## src/rtl/id_stage.sv

```systemverilog
// Instruction decode for the 19-bit pipeline: control decode, 8x19 register file
// with write-through bypass, load-use hazard detection and a stall-cycle counter.
// Ports:
//   clk, rst_n                 clock and async active-low reset
//   if_instr, if_valid         instruction from IF/ID
//   flush                      squash the instruction in ID
//   ex_memread, ex_wdest       load in EX and its destination register
//   wb_regwrite, wb_rd, wb_data  register write-back
//   id_*                       decoded fields, controls and operands to ID/EX
//   id_stall                   hold PC and IF/ID this cycle
//   id_illegal                 valid instruction with undefined opcode
//   stall_count                saturating stall-cycle counter
module id_stage (
    input  logic        clk,
    input  logic        rst_n,
    input  logic [18:0] if_instr,
    input  logic        if_valid,
    input  logic        flush,
    input  logic        ex_memread,
    input  logic [2:0]  ex_wdest,
    input  logic        wb_regwrite,
    input  logic [2:0]  wb_rd,
    input  logic [18:0] wb_data,
    output logic [4:0]  id_opcode,
    output logic        id_regwrite,
    output logic        id_memtoreg,
    output logic        id_memread,
    output logic        id_memwrite,
    output logic        id_alusrc,
    output logic        id_aluop,
    output logic        id_regdist,
    output logic [7:0]  id_immediate,
    output logic [2:0]  id_rs,
    output logic [2:0]  id_rt,
    output logic [2:0]  id_rd,
    output logic [18:0] id_rd1,
    output logic [18:0] id_rd2,
    output logic        id_stall,
    output logic        id_illegal,
    output logic [15:0] stall_count
);

    logic [18:0] regs [8];

    logic       is_nop, is_r, is_addi, is_ld, is_st, is_ill;
    logic [6:0] ctl;
    logic       use1, use2;
    logic [2:0] ra2;
    logic       bubble;

    assign id_opcode    = if_instr[18:14];
    assign id_rd        = if_instr[13:11];
    assign id_rs        = if_instr[10:8];
    assign id_rt        = if_instr[7:5];
    assign id_immediate = if_instr[7:0];

    assign is_nop  = (id_opcode == 5'h00);
    assign is_r    = (id_opcode >= 5'h01) && (id_opcode <= 5'h05);
    assign is_addi = (id_opcode == 5'h06);
    assign is_ld   = (id_opcode == 5'h07);
    assign is_st   = (id_opcode == 5'h08);
    assign is_ill  = (id_opcode >= 5'h09);

    // ctl = {regwrite, memtoreg, memread, memwrite, alusrc, aluop, regdist}
    always_comb begin
        ctl  = 7'b0;
        use1 = 1'b0;
        use2 = 1'b0;
        unique case (1'b1)
            is_r: begin
                ctl  = 7'b1000011;
                use1 = 1'b1;
                use2 = 1'b1;
            end
            is_addi: begin
                ctl  = 7'b1000111;
                use1 = 1'b1;
            end
            is_ld: begin
                ctl  = 7'b1110101;
                use1 = 1'b1;
            end
            is_st: begin
                ctl  = 7'b0001100;
                use1 = 1'b1;
                use2 = 1'b1;
            end
            is_nop, is_ill: begin
                ctl  = 7'b0;
            end
        endcase
    end

    // Stores read their data register through port 2.
    assign ra2 = is_st ? id_rd : id_rt;

    assign id_stall = rst_n && if_valid && !flush && ex_memread
                   && (ex_wdest != 3'd0)
                   && ((use1 && (ex_wdest == id_rs))
                    || (use2 && (ex_wdest == ra2)));

    assign bubble = id_stall || flush || !if_valid || !rst_n;

    assign {id_regwrite, id_memtoreg, id_memread, id_memwrite,
            id_alusrc, id_aluop, id_regdist} = bubble ? 7'b0 : ctl;

    assign id_illegal = rst_n && if_valid && is_ill;

    // r0 is never written, so it reads its reset value of zero.
    always_comb begin
        id_rd1 = '0;
        id_rd2 = '0;
        if (rst_n) begin
            if (wb_regwrite && (wb_rd != 3'd0) && (wb_rd == id_rs))
                id_rd1 = wb_data;
            else
                id_rd1 = regs[id_rs];
            if (wb_regwrite && (wb_rd != 3'd0) && (wb_rd == ra2))
                id_rd2 = wb_data;
            else
                id_rd2 = regs[ra2];
        end
    end

    always_ff @(posedge clk or negedge rst_n) begin
        if (!rst_n) begin
            for (int i = 0; i < 8; i++)
                regs[i] <= '0;
        end else if (wb_regwrite && (wb_rd != 3'd0)) begin
            regs[wb_rd] <= wb_data;
        end
    end

    always_ff @(posedge clk or negedge rst_n) begin
        if (!rst_n)
            stall_count <= '0;
        else if (id_stall && (stall_count != 16'hFFFF))
            stall_count <= stall_count + 16'd1;
    end

endmodule

```

## config.mk

```make
export PLATFORM = sky130hd
export DESIGN_NAME = id_stage
export DESIGN_NICKNAME = d
export VERILOG_FILES = /design/src/rtl/id_stage.sv
export SDC_FILE = /design/constraint.sdc
export NUM_CORES = 1
export LEC_CHECK = 0
export CAP_MARGIN = 20
export CORE_ASPECT_RATIO = 0.6
export CORE_MARGIN = 1.5
export CORE_UTILIZATION = 55
export DETAILED_ROUTE_END_ITERATION = 10
export DONT_BUFFER_PORTS = 1
export PLACE_DENSITY = 0.8
export SYNTH_ARGS = -nofsm -noshare
export SYNTH_HDL_FRONTEND = slang
export SYNTH_SLANG_ARGS = --single-unit
```

## constraint.sdc

```tcl
create_clock -name clk -period 6.91 [get_ports clk]
set_input_delay 2.073 -clock clk [delete_from_list [all_inputs] [get_ports clk]]
set_output_delay 2.073 -clock clk [all_outputs]
set_load 0.005 [all_outputs]
```

==> impl_metrics.env <==
export IMPL_peakVddDrop_mv=0.178
export IMPL_ctsHoldBuffers=0
export IMPL_cts_resized=0
export IMPL_core_area_sq_um=18100
export IMPL_worstPathArrival_ns=4.60
export IMPL_grt_use_met3_pct=5.77
export IMPL_drtPass1Iterations=5
export IMPL_maxSlewHeadroom_pct=33.9
export IMPL_dp_cells=1015
export IMPL_grt_max_degree=194
export IMPL_hpwl_um=15600
export IMPL_cts_tree="done"
export IMPL_status="completed"
export IMPL_ys_async_sr_fraction_pct=100
export IMPL_synthCells=875
export IMPL_use_met2_pct=43.4
export IMPL_rsz0062_at_grt="false"
export IMPL_num_io_pins=135
export IMPL_reg2reg_slack_ns=4.95
export IMPL_hold_viol_final=0
export IMPL_drtAntennaViolNets=0
export IMPL_criticalPathCategory="in -> out"
export IMPL_maxCapViolCount=0
export IMPL_ys_flop_type="dfrtp_1"
export IMPL_start_util_pct=56.2
export IMPL_clock_fmax_ghz=0.150
export IMPL_fp_dieH_um=108
export IMPL_holdWs_ns=0.389
export IMPL_synth_edf_count=0
export IMPL_worst_pin_slew_ns=0.991
export IMPL_grt_pass1_vias=7309
export IMPL_worst_path_max_fanout=72
export IMPL_gp_congestion=0.838
export IMPL_synth_seq_cells=168
export IMPL_grt_antenna_before_repair=0
export IMPL_final_cell_mix="dfrtp_1 (168), mux2_2 (133), and3_1 (65)"
export IMPL_pwr_density_cell_nw_per_um2=266
export IMPL_post_cts_buffers=0
export IMPL_syn2layout_area_growth_pct=5.49
export IMPL_die_area_sq_um=19300
export IMPL_rows=38
export IMPL_hold_class="reg -> reg"
export IMPL_drv_slew=0
export IMPL_final_min_clock_period_ns=6.68
export IMPL_dieWidth_um=178
export IMPL_synth_area_sq_um=10200
export IMPL_yosys_warnings=0
export IMPL_grt_busiest_layer="met2"
export IMPL_synth_cell_types=58
export IMPL_grtUsageTotal_pct=28.8
export IMPL_period_share_pct=96.6
export IMPL_nets=847
export IMPL_setup_viol=0
export IMPL_grt_pass1_wl_um=41900
export IMPL_tns_ns=0
export IMPL_seq_area_frac_synth_pct=41.4
export IMPL_syn_area_per_cell_sq_um=11.6
export IMPL_yosysTopAreaCell="dfrtp_1"
export IMPL_cts_buffers=17
export IMPL_drt_iter0_markers=702
export IMPL_use_met1_pct=42.3
export IMPL_port_buffer_count=0
export IMPL_clock_latency_ns=0.43
export IMPL_drt_wl_total_um=26700
export IMPL_crit_path_end_kind="primary output"
export IMPL_yosysTopAreaCellShare_pct=41.4
export IMPL_fin_cells=1049
export IMPL_crit_path_start_kind="input port"
export IMPL_via_count=7343
export IMPL_htreeDepth=4
export IMPL_cp_required_ns=4.84
export IMPL_fill_cells=1437
export IMPL_clk_pin_slew_ns=0.06
export IMPL_clock_path_buffers=2
export IMPL_final_common_cell="dfrtp_1"
export IMPL_leakagePower_nw=4.68
export IMPL_cts_sinks=168
export IMPL_gr_total_overflow=0
export IMPL_n_antenna_cell=0
export IMPL_clock_skew_ns=0.00464
export IMPL_synth_fp_nets=926
export IMPL_drive_gt1_share_pct=30.3
export IMPL_viasPerCell=7.00
export IMPL_wl_per_cell_um=25.4
export IMPL_synthTopCellsByArea="dfrtp_1 (41%), mux2_2 (15%), mux4_2 (8.4%)"
export IMPL_drc=0
export IMPL_root_buffer="clkbuf_16"
-- layer usage --
layer,wire [um],vias to the layer above
li1,-,3175
met1,12000,3788
met2,12200,348
met3,2190,32
met4,323,0
met5,0,-
-- worst paths after layout --
| check | start | depth (start not counted) | end |
|---|---|---|---|
| min in group asynchronous | rst_n | 0 | stall_count[5] |
| setup reg to reg | stall_count[0] | 6 | stall_count[1] |
| hold reg to reg | regs[151] | 0 | regs[151] |
| max in group asynchronous | rst_n | 0 | regs[4] |
| hold / removal | regs[151] | 0 | regs[151] |
| setup / recovery | if_instr[15] | 7 | id_rd2[15] |
-- logic make-up after synthesis --
group	after synthesis	synth area share, %
XOR/XNOR	20	1.72
buffers and inverters	125	6.17
multiplexers	210	27.0
AND/OR/NAND/NOR	203	11.9
flip-flops	168	41.4
adder cells (fa/ha/maj)	1	0.123
AO/OA/AOI/OAI	148	11.7
-- worst max-delay path, stage by stage --
cell and delay [ns]:
nor3_2 0.41, nand3_2 0.17, nand2_2 0.09, buf_4 0.73, a211oi_1 0.18, nor4_1 0.65, a221o_1 0.24
-- cell usage after synthesis, types with 3 or more instances --
cell / n
dfrtp_1: 168
mux2_2: 133
and3_1: 65
clkbuf_1: 61
a211oi_1: 59
mux2i_1: 38
mux4_2: 38
nand2_1: 30
buf_4: 27
a21oi_1: 25
buf_2: 21
nor4_1: 21
o211a_1: 19
xnor2_1: 19
a221o_1: 18
nand3_1: 16
nor2_1: 13
nand4_1: 9
buf_1: 8
nor3_1: 7
nor2b_1: 6
and2_1: 5
and4_1: 5
nand2b_1: 5
a2111oi_0: 4
a22oi_1: 4
buf_6: 4
inv_1: 4
nand4b_1: 4
a21boi_0: 3
nor4_2: 3
-- final cells by class --
cell class / count / area [sq um] / share of cell area [%]
Multi-Input combinational cell: 582 / 5370 / 50.1
Clock inverter: 13 / 178 / 1.66
Clock buffer: 19 / 443 / 4.13
Tap cell: 240 / 300 / 2.80
Sequential cell: 168 / 4200 / 39.2
Inverter: 4 / 15.0 / 0.140
Timing Repair Buffer: 23 / 213 / 1.98
-- where the power goes --
part           switching, W  internal (W)
Clock              0.000430      0.000589
Combinational      0.000215      0.000327
Sequential         0.000136       0.00116
Total              0.000781       0.00207
-- through the flow --
stage	instance area [sq um]	power (W)	worst slack, ns	utilization, %
floorplan	10200	0.00174	0.831	-
detailed placement	10100	0.00184	0.161	55.7
CTS	10700	0.00286	0.154	59.1
finish	10700	0.00285	0.234	59.3
global route	10700	0.00298	0.163	59.3
global placement	10100	0.00181	0.293	55.7
-- registers in the layout, summed over array words and instances (netlist names) --
register	flops
regs	152
stall_count	16
(Power assumes the default switching activity.)
